### src/rtl/mesh_peek_pkg.sv
// Shared types and width helpers for the mesh peek controller.
package mesh_peek_pkg;

   // Controller FSM states
   typedef enum logic [1:0] {
      IDLE = 2'd0,
      WAIT = 2'd1,
      RESP = 2'd2
   } state_t;

   // Delay counter width; RD_LAT is limited to 1..15
   localparam int CNT_W = 4;

   // clog2 clamped to a minimum of one bit so single-row/column meshes
   // still get a legal vector width
   function automatic int clog2c(input int v);
      return (v <= 2) ? 1 : $clog2(v);
   endfunction

endpackage

### src/rtl/mesh_node_decode.sv
// Combinational node-id decoder: linear id -> (row, col) plus in-range flag.
// id = row*X + col, so row = id / X and col = id % X.
module mesh_node_decode
   import mesh_peek_pkg::*;
#(
   parameter  int X     = 3,
   parameter  int Y     = 3,
   localparam int N     = X * Y,
   localparam int ID_W  = clog2c(N),
   localparam int ROW_W = clog2c(Y),
   localparam int COL_W = clog2c(X)
) (
   input  logic [ID_W-1:0]  i_id,
   output logic [ROW_W-1:0] o_row,
   output logic [COL_W-1:0] o_col,
   output logic             o_in_range
);

   logic [31:0] w_id;

   assign w_id = 32'(i_id);

   // Divide/modulo by a constant X; out-of-range ids give don't-care row/col
   always_comb begin
      o_row      = ROW_W'(w_id / 32'(X));
      o_col      = COL_W'(w_id % 32'(X));
      o_in_range = (w_id < 32'(N));
   end

endmodule

### src/rtl/mesh_peek_ctrl.sv
// Mesh peek controller: reads one word from a node RAM (or, with
// MESH_PEEK_SWEEP_EN defined, from every node in turn) and returns it
// through a valid/ready response channel. Node data is sampled RD_LAT
// cycles after the address is registered.
module mesh_peek_ctrl
   import mesh_peek_pkg::*;
#(
   parameter  int X      = 3,
   parameter  int Y      = 3,
   parameter  int ADDR_W = 32,
   parameter  int DATA_W = 32,
   parameter  int RD_LAT = 1,
   localparam int N      = X * Y,
   localparam int ID_W   = clog2c(N),
   localparam int ROW_W  = clog2c(Y),
   localparam int COL_W  = clog2c(X)
) (
   input  logic                clk,
   input  logic                rst,
   input  logic                req_valid,
   output logic                req_ready,
   input  logic [ID_W-1:0]     req_node,
   input  logic [ADDR_W-1:0]   req_addr,
   input  logic                req_sweep,
   output logic [ADDR_W-1:0]   peek_addr,
   output logic [ROW_W-1:0]    peek_row,
   output logic [COL_W-1:0]    peek_col,
   input  logic [N*DATA_W-1:0] peek_data_in,
   output logic                rsp_valid,
   input  logic                rsp_ready,
   output logic [DATA_W-1:0]   rsp_data,
   output logic [ID_W-1:0]     rsp_node,
   output logic                rsp_err,
   output logic                rsp_last
);

   state_t             r_state, w_state_nxt;
   logic [CNT_W-1:0]   r_cnt;
   logic [ID_W-1:0]    r_node;
   logic [ADDR_W-1:0]  r_addr;
   logic [ROW_W-1:0]   r_row;
   logic [COL_W-1:0]   r_col;
   logic [DATA_W-1:0]  r_data;
   logic               r_err;
   logic               r_last;

   logic [ID_W-1:0]    w_dec_id;
   logic [ROW_W-1:0]   w_dec_row;
   logic [COL_W-1:0]   w_dec_col;
   logic               w_dec_ok;
   logic               w_accept;
   logic               w_capture;
   logic               w_advance;
   logic               w_more;
   logic               w_last_node;
   logic [ID_W-1:0]    w_sel;
   logic [DATA_W-1:0]  w_slice;

`ifdef MESH_PEEK_SWEEP_EN
   logic r_sweep;

   // Decoder sees the request in IDLE (node 0 for a sweep), else the next sweep node
   assign w_dec_id    = (r_state == IDLE) ? (req_sweep ? '0 : req_node)
                                          : (r_node + 1'b1);
   assign w_more      = r_sweep && !r_last;
   assign w_last_node = !r_sweep || (r_node == ID_W'(N - 1));

   // Remember whether the accepted request is a sweep
   always_ff @(posedge clk or posedge rst) begin
      if (rst)           r_sweep <= 1'b0;
      else if (w_accept) r_sweep <= req_sweep;
   end
`else
   logic w_unused_sweep;

   assign w_unused_sweep = req_sweep;
   assign w_dec_id       = req_node;
   assign w_more         = 1'b0;
   assign w_last_node    = 1'b1;
`endif

   mesh_node_decode #(.X(X), .Y(Y)) u_decode (
      .i_id       (w_dec_id),
      .o_row      (w_dec_row),
      .o_col      (w_dec_col),
      .o_in_range (w_dec_ok)
   );

   // Bad node ids never index the data bus
   assign w_sel   = r_err ? '0 : r_node;
   assign w_slice = peek_data_in[int'(w_sel)*DATA_W +: DATA_W];

   // FSM state register
   always_ff @(posedge clk or posedge rst) begin
      if (rst) r_state <= IDLE;
      else     r_state <= w_state_nxt;
   end

   // FSM next state and datapath strobes
   always_comb begin
      w_state_nxt = r_state;
      w_accept    = 1'b0;
      w_capture   = 1'b0;
      w_advance   = 1'b0;
      case (r_state)
         IDLE: if (req_valid) begin
            w_accept    = 1'b1;
            w_state_nxt = WAIT;
         end
         WAIT: if (r_cnt == CNT_W'(1)) begin
            w_capture   = 1'b1;
            w_state_nxt = RESP;
         end
         RESP: if (rsp_ready) begin
            if (w_more) begin
               w_advance   = 1'b1;
               w_state_nxt = WAIT;
            end else begin
               w_state_nxt = IDLE;
            end
         end
         default: w_state_nxt = IDLE;
      endcase
   end

   // Datapath: an out-of-range request waits a single cycle so it reaches
   // RESP one edge after acceptance without touching the peek outputs
   always_ff @(posedge clk or posedge rst) begin
      if (rst) begin
         r_cnt  <= '0;
         r_node <= '0;
         r_addr <= '0;
         r_row  <= '0;
         r_col  <= '0;
         r_data <= '0;
         r_err  <= 1'b0;
         r_last <= 1'b0;
      end else begin
         if (w_accept) begin
            r_node <= w_dec_id;
            r_err  <= !w_dec_ok;
            r_cnt  <= w_dec_ok ? CNT_W'(RD_LAT) : CNT_W'(1);
            if (w_dec_ok) begin
               r_addr <= req_addr;
               r_row  <= w_dec_row;
               r_col  <= w_dec_col;
            end
         end else if (w_advance) begin
            r_node <= w_dec_id;
            r_cnt  <= CNT_W'(RD_LAT);
            r_row  <= w_dec_row;
            r_col  <= w_dec_col;
         end else if (r_state == WAIT) begin
            r_cnt  <= r_cnt - 1'b1;
         end
         if (w_capture) begin
            r_data <= r_err ? '0 : w_slice;
            r_last <= r_err | w_last_node;
         end
      end
   end

   assign req_ready = (r_state == IDLE);
   assign rsp_valid = (r_state == RESP);
   assign rsp_data  = r_data;
   assign rsp_node  = r_node;
   assign rsp_err   = r_err;
   assign rsp_last  = r_last;
   assign peek_addr = r_addr;
   assign peek_row  = r_row;
   assign peek_col  = r_col;

endmodule
### config.mk
export PLATFORM = sky130hd
export DESIGN_NAME = mesh_peek_ctrl
export DESIGN_NICKNAME = d
export VERILOG_FILES = /design/src/rtl/mesh_peek_pkg.sv /design/src/rtl/mesh_node_decode.sv /design/src/rtl/mesh_peek_ctrl.sv
export SDC_FILE = /design/constraint.sdc
export NUM_CORES = 1
export LEC_CHECK = 0
export CORE_AREA = 2 2 156 158
export DETAILED_ROUTE_END_ITERATION = 6
export DIE_AREA = 0 0 158 160
export SYNTH_ARGS = -nofsm -noshare
export SYNTH_HDL_FRONTEND = slang
export SYNTH_SLANG_ARGS = --single-unit
### constraint.sdc
create_clock -name clk -period 4 [get_ports clk]
set_input_delay 0.4 -clock clk [delete_from_list [all_inputs] [get_ports clk]]
set_output_delay 0.4 -clock clk [all_outputs]
set_load 0.1 [all_outputs]
# After elaboration in Yosys (flattened, before gate mapping)
# Cells that the tools add are included.
[word_totals]
reg_bits = 80
inputBits = 329
[classes]
addsub = 1
div_mod_pow = 2
order_cmp = 1
eq_ne = 6
shifts = 1
n_mux = 17
n_reduce_logical = 5
[ops]
columns = ["cell", "n"]
rows = [
  ["288-bit by 10-bit indexed part select with 32-bit output", 1],
  ["4-bit by 2-bit divider with 32-bit output, second input constant", 1],
  ["4-bit by 2-bit remainder unit with 32-bit output, second input constant", 1],
  ["32-bit two-way mux", 1],
  ["4-bit two-way mux", 4],
  ["2-bit two-way mux", 7],
  ["2-bit one-hot mux with 3 select lines", 1],
  ["4-bit by 1-bit == test with 1-bit output, second input constant", 1],
  ["4-bit < comparator, second input constant", 1],
  ["1-bit two-way mux", 4],
  ["2-bit != test, second input constant", 2],
  ["4-bit by 1-bit subtractor with 4-bit output, second input constant", 1],
  ["3-bit AND reduction", 1],
  ["2-bit by 1-bit == test with 1-bit output, second input constant", 1],
  ["2-bit == test, second input constant", 1],
  ["2-bit logical NOT", 1],
  ["2-bit by 1-bit != test with 1-bit output, second input constant", 1],
  ["2-bit AND reduction", 1],
  ["2-bit nonzero test", 1],
  ["1-bit logical NOT", 1],
]

# Logic depth before layout (Yosys ltp)
# Gate-level depths: netlist (run 1).
[logic_depth]
word_depth = 3
depth_mapped = 10
ltp_nobuf = 10

# Cells and area by module
# Synthesis (run 1) repeated with hierarchy kept, for this count alone.
[unflattened]
hier_cells = 578
hier_area_um2 = 5815.6
[by_module_without_submodules]
columns = ["mod", "instances", "cells_per_inst", "area_each_um2", "seq_area_each_um2"]
rows = [
  ["mesh_peek_ctrl", 1, 544, 5575.3, 2001.9],
  ["mesh_node_decode", 1, 34, 240.2, 0.0],
]

# Least setup slack after synthesis (run 1)
# Ideal clock, no wire load.
[synth_timing]
kind = "reg2reg"
start = "register r_node[0], in the netlist rsp_node[0]"
end = "register r_data[10], in the netlist rsp_data[10]"
t_arrival_ps = 2139
t_required_ps = 3870
setup_slack_ps = 1731
path_stages_with_launch = 6
n_path_buf = 2
period_less_slack_ps = 2269
cell_sequence = "dfrtp_1 > buf_4 > buf_2 > mux4_2 > nand2_1 > a31oi_1"
[synth_via]
elab_chain_cells = 3
[synth_lines]
columns = ["element", "line", "text"]
rows = [
  ["from (decl)", "mesh_peek_ctrl.sv:39", "logic [ID_W-1:0] r_node;"],
  ["from (signal assigned)", "mesh_peek_ctrl.sv:140", "r_node <= w_dec_id;"],
  ["from (signal assigned)", "mesh_peek_ctrl.sv:149", "r_node <= w_dec_id;"],
  ["4-bit two-way mux", "mesh_peek_ctrl.sv:90", "assign w_sel = r_err ? '0 : r_node;"],
  ["288-bit by 10-bit indexed part select with 32-bit output", "mesh_peek_ctrl.sv:91", "assign w_slice = peek_data_in[int'(w_sel)*DATA_W +: DATA_W];"],
  ["32-bit two-way mux", "mesh_peek_ctrl.sv:157", "r_data <= r_err ? '0 : w_slice;"],
  ["to (signal assigned)", "mesh_peek_ctrl.sv:157", ""],
  ["to (decl)", "mesh_peek_ctrl.sv:43", "logic [DATA_W-1:0] r_data;"],
]
# Every way passes these cells.
# A chain may end at the register's enable or synchronous reset.

# Worst setup path after layout (run 1)
[layout_timing]
start = "register r_node[1], in the netlist rsp_node[1]"
end = "output rsp_node[1]"
[layout_rtl]
columns = ["element", "line", "text"]
rows = [
  ["to (decl)", "mesh_peek_ctrl.sv:32", "output logic [ID_W-1:0] rsp_node,"],
]
# No word-level cell between the ends.

==> results of run 1 <==
worst max path at each step:
| stage | start | endpoint | slack [ns] | depth (start not counted) |
|---|---|---|---|---|
| 5_1_grt | req_node[3] | peek_col[0]$_DFFE_PP0P_ | 1.14 | 10 |
| 4_1_cts | rsp_node[1]$_DFFE_PP0P_ | rsp_node[1] | 1.24 | 1 |
| 3_3_place_gp | req_node[3] | peek_col[0]$_DFFE_PP0P_ | 1.06 | 10 |
| 6_report | rsp_node[1]$_DFFE_PP0P_ | rsp_node[1] | 1.28 | 1 |
| 2_1_floorplan | rst | peek_addr[0]$_DFFE_PP0P_ | 1.55 | 1 |
| 3_5_place_dp | req_node[3] | peek_col[0]$_DFFE_PP0P_ | 0.99 | 10 |
Yosys cell counts, types with 5 or more instances:
| master | instances |
|---|---|
| clkbuf_1 | 22 |
| a21o_1 | 35 |
| o22a_1 | 32 |
| dfrtp_1 | 80 |
| buf_2 | 22 |
| nand2_1 | 39 |
| mux2_4 | 5 |
| mux2_2 | 32 |
| a221oi_1 | 32 |
| mux4_2 | 32 |
| inv_1 | 39 |
| buf_4 | 7 |
| o21ai_1 | 10 |
| nor2_1 | 6 |
| a31oi_1 | 32 |
| o21ai_0 | 26 |
| mux2i_1 | 65 |
| ha_1 | 6 |
layer usage:
metal | share of wire | track usage | vias up
met3 | 0.068 | 0.0345 | 31
met4 | 0.021 | 0.0594 | 2
li1 | - | - | 2891
met1 | 0.41 | 0.249 | 2980
met5 | 0.00067 | 0 | -
met2 | 0.50 | 0.337 | 265
area by class of cell:
cell class / instances / area (um2)
flip-flops and latches: 80 / 2010
inverters: 39 / 148
repair buffers: 413 / 4130
multi-input cells: 389 / 3580
fillers: 2319 / 13200
clock buffers: 9 / 225
clock inverters: 7 / 106
well taps: 324 / 405
kinds of logic (layout without fill, tap and decap cells):
kind of cell	count (synthesis)	in the layout	synth area share
compound gates	183	183	0.222
flops	80	80	0.335
simple gates	66	66	0.0551
mux	134	134	0.303
fa+ha+maj	6	6	0.0126
buf+inv	95	468	0.0725
power breakdown:
group	total, mW	internal [mW]	switching (mW)
Clock	0.952	0.561	0.391
Combinational	6.04	2.07	3.96
Sequential	1.49	1.15	0.340
Total	8.48	3.79	4.70
flip-flops by register name, summed over array words and instances (netlist names):
name,cells
rsp_last,1
rsp_err,1
r_state,2
rsp_data,32
peek_row,2
rsp_node,4
peek_addr,32
r_cnt,4
peek_col,2
stage by stage:
stage / std cells / util / hold slack, ns / worst slack, ns / instance area (um2)
after floorplan: 564 / - / 0.465 / 1.55 / 5970
after global placement: 1245 / 0.431 / 0.456 / 1.06 / 10300
after detailed placement: 1245 / 0.431 / 0.462 / 0.994 / 10300
after CTS: 1261 / 0.445 / 0.478 / 1.24 / 10600
after global routing: 1261 / 0.445 / 0.500 / 1.14 / 10600
final: 1261 / 0.445 / 0.474 / 1.28 / 10600
==> results.sh, run 1 <==
export IMPL_finalPower_mw=8.48
export IMPL_fin_setup_tns_ns=0
export IMPL_drt_pass1_iter_count=4
export IMPL_slew_headroom=0.256
export IMPL_htree_levels=3
export IMPL_r2r_end="rsp_data[0]$_DFFE_PP0P_"
export IMPL_path_cells="clkdlybuf4s50_1"
export IMPL_required_ns=3.60
export IMPL_async_flop_share=1.00
export IMPL_path_class="reg2out"
export IMPL_first_iter_violations=280
export IMPL_drive_gt1_frac=0.117
export IMPL_ant_nets=0
export IMPL_syn_instance_count=564
export IMPL_hold_end="rsp_last$_DFFE_PP0P_"
export IMPL_drcViolationCount=0
export IMPL_postRouteWirelength_um=25300
export IMPL_die_area_mm2=0.0253
export IMPL_p_per_area_mw_per_mm2=800
export IMPL_viasPerCell=4.89
export IMPL_num_vias=6169
export IMPL_place_congestion=0.799
export IMPL_synth_edf_count=0
export IMPL_critPathBufInv=1
export IMPL_fin_nets=1267
export IMPL_status="finished clean"
export IMPL_clk_pin_slew_ns=0.07
export IMPL_insertion_delay_ns=0.35
export IMPL_finalMaxSlewViolations=0
export IMPL_grt_usage=0.196
export IMPL_r2r_start="rsp_err$_DFFE_PP0P_"
export IMPL_mostFrequentLayoutCells="clkdlybuf4s50_1, dfrtp_1, mux2i_1, nand2_1, inv_1"
export IMPL_vdd_drop_max_uv=543
export IMPL_final_common_cell="clkdlybuf4s50_1"
export IMPL_cap_violations=0
export IMPL_fp_dieW_um=158
export IMPL_core_area_mm2=0.0238
export IMPL_max_freq_mhz=368
export IMPL_cts_made_buffers=9
export IMPL_clock_path_buffers=2
export IMPL_hold_class="reg2reg"
export IMPL_syn_to_final_growth_pct=77.8
export IMPL_min_period_ns=2.72
export IMPL_rr_worst_depth=5
export IMPL_max_stage_delay_ns=1.24
export IMPL_cp_end_kind="output pin"
export IMPL_rsz0062_at_grt="no"
export IMPL_grt_pass1_vias=6416
export IMPL_syn_area_per_cell_um2=10.6
export IMPL_fin_crit_sh=0.680
export IMPL_yosys_register_bits=80
export IMPL_report_final_hold_viol_count=0
export IMPL_grt_ovfl_total=0
export IMPL_min_delay_start="rsp_last$_DFFE_PP0P_"
export IMPL_postCtsHoldBufs=0
export IMPL_cts_resized=0
export IMPL_yosys_top_cells_area="dfrtp_1, mux4_2, mux2i_1, mux2_2, a221oi_1"
export IMPL_finClkSkew_ns=0.00661
export IMPL_seq_area_frac_synth=0.335
export IMPL_worst_pin_slew_ns=1.11
export IMPL_synth_largest_area_cell="dfrtp_1"
export IMPL_leakage_nw=4.36
export IMPL_synth_warnings=0
export IMPL_syn_area_mm2=0.00597
export IMPL_setup_viol=0
export IMPL_io_pins=405
export IMPL_yosysUniqueCellTypes=43
export IMPL_synth_ff_type="dfrtp_1"
export IMPL_min_path_cells=1
export IMPL_synth_top_cell_area_share=0.335
export IMPL_crit_fanout=24
export IMPL_avgRoutedWirePerCell_um=20.1
export IMPL_die_h_um=160
export IMPL_cp_top_family="buffers and inverters"
export IMPL_grt_pass1_wl_um=37500
export IMPL_crit_slowest_cell="clkdlybuf4s50_1"
export IMPL_critPathArrivalTime_ns=2.32
export IMPL_antennaDiodeCount=0
export IMPL_post_cts_buffers=0
export IMPL_io_buffers=403
export IMPL_antenna_found_initial=1
export IMPL_r2r_slack_ns=1.47
export IMPL_syn_nets=899
export IMPL_dp_hpwl_um=19300
export IMPL_rows=57
export IMPL_root_buffer="clkbuf_16"
export IMPL_cts_tree="done"
export IMPL_cts_sinks=80
export IMPL_initial_core_util=0.251
export IMPL_critPathLaunchType="flop"
export IMPL_grt_max_degree=46
Power figures use the tool's default switching activity.
==> run 2: changes to the inputs <==
Settings changed: CORE_AREA 2 2 156 158 to 2 2 155 157, DIE_AREA 0 0 158 160 to 0 0 157 159.
Clock period 4 ns to 2.6 ns, I/O delays scaled along.
==> run 2 against run 1 <==
  * Die area down 1.3%
  * Wire length down 1.1%
  * Clock power up 53%
  * Clock skew up 0.0029 ns
  * Critical endpoint is now peek_col[1]$_DFFE_PP0P_
  * Highest routed layer is now met4
  * Core utilization up 1.3 points
==> results.sh, run 2 (same netlist as run 1, synthesis figures left out) <==
export IMPL_status="finished clean"
export IMPL_dr_wl_met3_um=1590
export IMPL_drcViolationCount=0
export IMPL_cts_tree="done"
export IMPL_grt_ovfl_total=0
export IMPL_slew_headroom=0.654
export IMPL_cts_sinks=80
export IMPL_cp_end_kind="flop"
export IMPL_place_congestion=0.776
export IMPL_rsz0062_at_grt="no"
export IMPL_crit_fanout=5
export IMPL_finalPower_mw=13.1
export IMPL_report_final_hold_viol_count=0
export IMPL_grt_max_degree=48
export IMPL_first_iter_violations=290
export IMPL_min_period_ns=2.31
export IMPL_fin_setup_tns_ns=0
export IMPL_dp_hpwl_um=20000
export IMPL_p_int_mw=5.85
export IMPL_post_route_util=0.459
export IMPL_vdd_drop_max_uv=651
export IMPL_pre_cts_slack_ns=-0.114
export IMPL_grt_usage=0.198
export IMPL_finalMaxSlewViolations=0
export IMPL_cts_made_buffers=9
export IMPL_setup_viol=0
export IMPL_required_ns=2.83
export IMPL_clk_pin_slew_ns=0.07
export IMPL_antennaDiodeCount=0
export IMPL_cap_violations=0
export IMPL_io_pins=405
export IMPL_critPathArrivalTime_ns=2.54
export IMPL_leakage_nw=4.59
export IMPL_post_cts_buffers=0
export IMPL_pwr_share_clk=0.111
export IMPL_fp_dieW_um=157
export IMPL_final_common_cell="clkdlybuf4s50_1"
export IMPL_drive_gt1_frac=0.218
export IMPL_mostFrequentLayoutCells="clkdlybuf4s50_1, buf_4, dfrtp_1, mux2i_1, nand2_1"
export IMPL_rows=56
export IMPL_postCtsHoldBufs=0
export IMPL_finClkSkew_ns=0.00947
export IMPL_max_freq_mhz=433
export IMPL_clock_path_buffers=2
export IMPL_io_buffers=403
export IMPL_antenna_found_initial=0
export IMPL_num_vias=6201
export IMPL_insertion_delay_ns=0.35
export IMPL_die_area_mm2=0.0250
export IMPL_postRouteWirelength_um=25000
export IMPL_p_seq_frac=0.173
export IMPL_highest_layer="met4"
export IMPL_p_per_area_mw_per_mm2=1230
export IMPL_fin_crit_sh=0.889
export IMPL_hold_class="in2async"
export IMPL_ant_nets=0
export IMPL_grt_pass1_vias=6485
export IMPL_htree_levels=3
export IMPL_syn_to_final_growth_pct=78.2
export IMPL_core_area_mm2=0.0232
export IMPL_p_comb_frac=0.716
export IMPL_wl_met2_um=12800
export IMPL_drt_pass1_iter_count=4
export IMPL_swShare=0.554
export IMPL_avgRoutedWirePerCell_um=19.6
export IMPL_setup_ws_ns=0.288
export IMPL_die_h_um=159
export IMPL_switching_power_mw=7.25
export IMPL_fin_nets=1290
export IMPL_worst_pin_slew_ns=0.519
export IMPL_path_class="in2reg"
export IMPL_initial_core_util=0.257
export IMPL_viasPerCell=4.85
export IMPL_cts_resized=0
export IMPL_critPathLaunchType="input port"
export IMPL_wl_met1_um=10300
export IMPL_root_buffer="clkbuf_16"
export IMPL_grt_pass1_wl_um=38000
-- run 2: cell count changes in the layout (fill, tap and decap cells not counted), sizes merged --
cell,delta
clkinv,-1
buf,+99
clkinvlp,+1
clkdlybuf4s50,-76
-- run 2: worst paths after layout --
check / from / to / slack (ns) / depth (start not counted)
max in group asynchronous: rst / peek_addr[18]$_DFFE_PP0P_ / 1.63 / 3
setup / recovery: req_node[3] / peek_col[1]$_DFFE_PP0P_ / 0.29 / 10
min in group clk: rsp_last$_DFFE_PP0P_ / rsp_last$_DFFE_PP0P_ / 0.47 / 1
setup reg to reg: rsp_node[0]$_DFFE_PP0P_ / rsp_data[31]$_DFFE_PP0P_ / 0.58 / 5
hold / removal: rst / rsp_data[3]$_DFFE_PP0P_ / 0.30 / 2
hold reg to reg: rsp_last$_DFFE_PP0P_ / rsp_last$_DFFE_PP0P_ / 0.47 / 1
-- run 2: critical path: stages --
cell and delay [ns]:
clkdlybuf4s50_1 0.48, ha_1 0.35, nand2_1 0.05, a22oi_1 0.23
mux2i_1 0.15, ha_1 0.22, nor4b_1 0.36, a21o_1 0.14
a21oi_1 0.06, a211o_1 0.24
-- run 2: through the flow --
stage / instances / hold WS [ns] / cell area [um2]
floorplan: 564 / 0.409 / 5970
global placement: 1263 / 0.455 / 10300
detailed placement: 1263 / 0.463 / 10300
CTS: 1279 / 0.297 / 10600
global route: 1279 / 0.329 / 10600
finish: 1279 / 0.296 / 10600
-- run 2: routing by layer --
metal	up-vias	GRT usage
met1	2956	0.246
met2	276	0.353
met3	23	0.0378
met5	-	0
li1	2946	-
met4	0	0.0434
-- run 2: final cells by class --
type	count	area, um2
fillers	2242	12600
repair buffers	436	4170
multi-input cells	389	3580
flip-flops and latches	80	2010
well taps	319	399
clock buffers	9	225
inverters	39	149
clock inverters	7	108
-- run 2: power groups by stage --
stage | sequential (mW) | clock (mW) | combinational, mW
final | 2.26 | 1.46 | 9.38
after detailed placement | 2.30 | 0 | 9.48
after CTS | 2.28 | 1.52 | 9.49
after global placement | 2.28 | 0 | 9.45
after global routing | 2.36 | 1.57 | 9.90
after floorplan | 5.50 | 0 | 3.60
==> run 3: changes to the inputs <==
Settings changed: MAX_ROUTING_LAYER set to met4.
==> run 3 against run 2 <==
  * Cell area unchanged
  * Clock power about the same
  * Fmax increased by 0.16%
  * Critical endpoint unchanged
==> results.sh, run 3 (same netlist as run 1, synthesis figures left out) <==
export IMPL_critPathArrivalTime_ns=2.54
export IMPL_cap_violations=0
export IMPL_report_final_hold_viol_count=0
export IMPL_final_common_cell="clkdlybuf4s50_1"
export IMPL_finalPower_mw=13.1
export IMPL_root_buffer="clkbuf_16"
export IMPL_path_cells="clkdlybuf4s50_1, ha_1, nand2_1, a22oi_1, mux2i_1, ha_1, nor4b_1, a21o_1, a21oi_1, a211o_1"
export IMPL_cts_sinks=80
export IMPL_grt_pass1_vias=6496
export IMPL_cts_resized=0
export IMPL_hold_class="in2async"
export IMPL_htree_levels=3
export IMPL_rr_worst_depth=5
export IMPL_dp_hpwl_um=20000
export IMPL_io_buffers=403
export IMPL_leakage_nw=4.59
export IMPL_drcViolationCount=0
export IMPL_placedCellCount=1263
export IMPL_avgRoutedWirePerCell_um=19.5
export IMPL_rsz0062_at_grt="no"
export IMPL_clk_pin_slew_ns=0.07
export IMPL_p_per_area_mw_per_mm2=1230
export IMPL_antenna_found_initial=0
export IMPL_antennaDiodeCount=0
export IMPL_syn_to_final_growth_pct=78.2
export IMPL_setup_viol=0
export IMPL_grt_use_met1=0.250
export IMPL_die_area_mm2=0.0250
export IMPL_postPlaceCellArea_mm2=0.0103
export IMPL_insertion_delay_ns=0.35
export IMPL_max_stage_delay_ns=0.48
export IMPL_cp_top_family="compound AO/OA/AOI/OAI gates"
export IMPL_status="finished clean"
export IMPL_place_congestion=0.787
export IMPL_finalMaxSlewViolations=0
export IMPL_drt_pass1_iter_count=5
export IMPL_fillerInstances=2242
export IMPL_grt_pass1_wl_um=37900
export IMPL_cts_made_buffers=9
export IMPL_path_depth=10
export IMPL_fin_cells=1279
export IMPL_fin_crit_sh=0.888
export IMPL_crit_fanout=5
export IMPL_fin_area_mm2=0.0106
export IMPL_vdd_drop_max_uv=651
export IMPL_min_period_ns=2.31
export IMPL_grt_ovfl_total=0
export IMPL_ant_nets=0
export IMPL_first_iter_violations=285
export IMPL_fp_dieW_um=157
export IMPL_postCtsHoldBufs=0
export IMPL_clock_path_buffers=2
export IMPL_initial_core_util=0.257
export IMPL_met3_usage=0.0316
export IMPL_top_usage_layer="met2"
export IMPL_critPathLaunchType="input port"
export IMPL_num_vias=6194
export IMPL_viasPerCell=4.84
export IMPL_mostFrequentLayoutCells="clkdlybuf4s50_1, buf_4, dfrtp_1, mux2i_1, nand2_1"
export IMPL_crit_slowest_cell="clkdlybuf4s50_1"
export IMPL_io_pins=405
export IMPL_die_h_um=159
export IMPL_path_class="in2reg"
export IMPL_core_area_mm2=0.0232
export IMPL_drive_gt1_frac=0.218
export IMPL_critPathBufInv=1
export IMPL_cts_tree="done"
export IMPL_multi_input_area_mm2=0.00358
export IMPL_seqCellArea_mm2=0.00201
export IMPL_worst_pin_slew_ns=0.532
export IMPL_cpMostUsedCell="ha_1"
export IMPL_rows=56
export IMPL_post_cts_buffers=0
export IMPL_max_freq_mhz=433
export IMPL_post_route_util=0.459
export IMPL_grt_max_degree=48
export IMPL_fin_nets=1290
export IMPL_required_ns=2.83
export IMPL_finClkSkew_ns=0.0104
export IMPL_cp_end_kind="flop"
export IMPL_grt_usage=0.204
export IMPL_grtUsageMet2=0.353
export IMPL_slew_headroom=0.645
export IMPL_postRouteWirelength_um=25000
run 3: report_power, final:
group | switching, mW | internal [mW] | leakage (nW)
Combinational | 6.18 | 3.21 | 3.43
Sequential | 0.485 | 1.78 | 0.992
Clock | 0.596 | 0.863 | 0.160
run 3: metrics by stage:
stage                     setup TNS (ns)  hold WS, ns  worst slack [ns]
after floorplan                        0        0.409             0.288
after global placement           -0.0568        0.455           -0.0341
final                                  0        0.297             0.292
after global routing                   0        0.329            0.0595
after detailed placement          -0.229        0.463            -0.114
after CTS                              0        0.297             0.281
run 3: worst paths after layout:
check,slack (ns),to,startpoint
setup / recovery,0.29,peek_col[1]$_DFFE_PP0P_,req_node[3]
hold reg to reg,0.47,rsp_last$_DFFE_PP0P_,rsp_last$_DFFE_PP0P_
min in group clk,0.47,rsp_last$_DFFE_PP0P_,rsp_last$_DFFE_PP0P_
max in group asynchronous,1.62,peek_addr[18]$_DFFE_PP0P_,rst
hold / removal,0.30,rsp_data[3]$_DFFE_PP0P_,rst
setup reg to reg,0.56,rsp_data[31]$_DFFE_PP0P_,rsp_node[0]$_DFFE_PP0P_
run 3: final cells by class:
type                            instances  share of cell area
Inverter                               39              0.0140
Clock buffer                            9              0.0212
Timing Repair Buffer                  436               0.392
Sequential cell                        80               0.189
Clock inverter                          7              0.0101
Tap cell                              319              0.0375
Multi-Input combinational cell        389               0.337
run 3: metal layers:
layer	vias up	part of all wire
met3	21	0.057
met5	-	0
li1	2947	-
met1	2978	0.42
met2	248	0.51
met4	0	0.013
run 3: worst register-to-register path: stages, from the launching register on:
cell	delay, ns
dfrtp_4	0.66
nand2b_2	0.40
buf_4	0.30
o22a_1	0.15
o21ai_0	0.26
a31oi_1	0.13
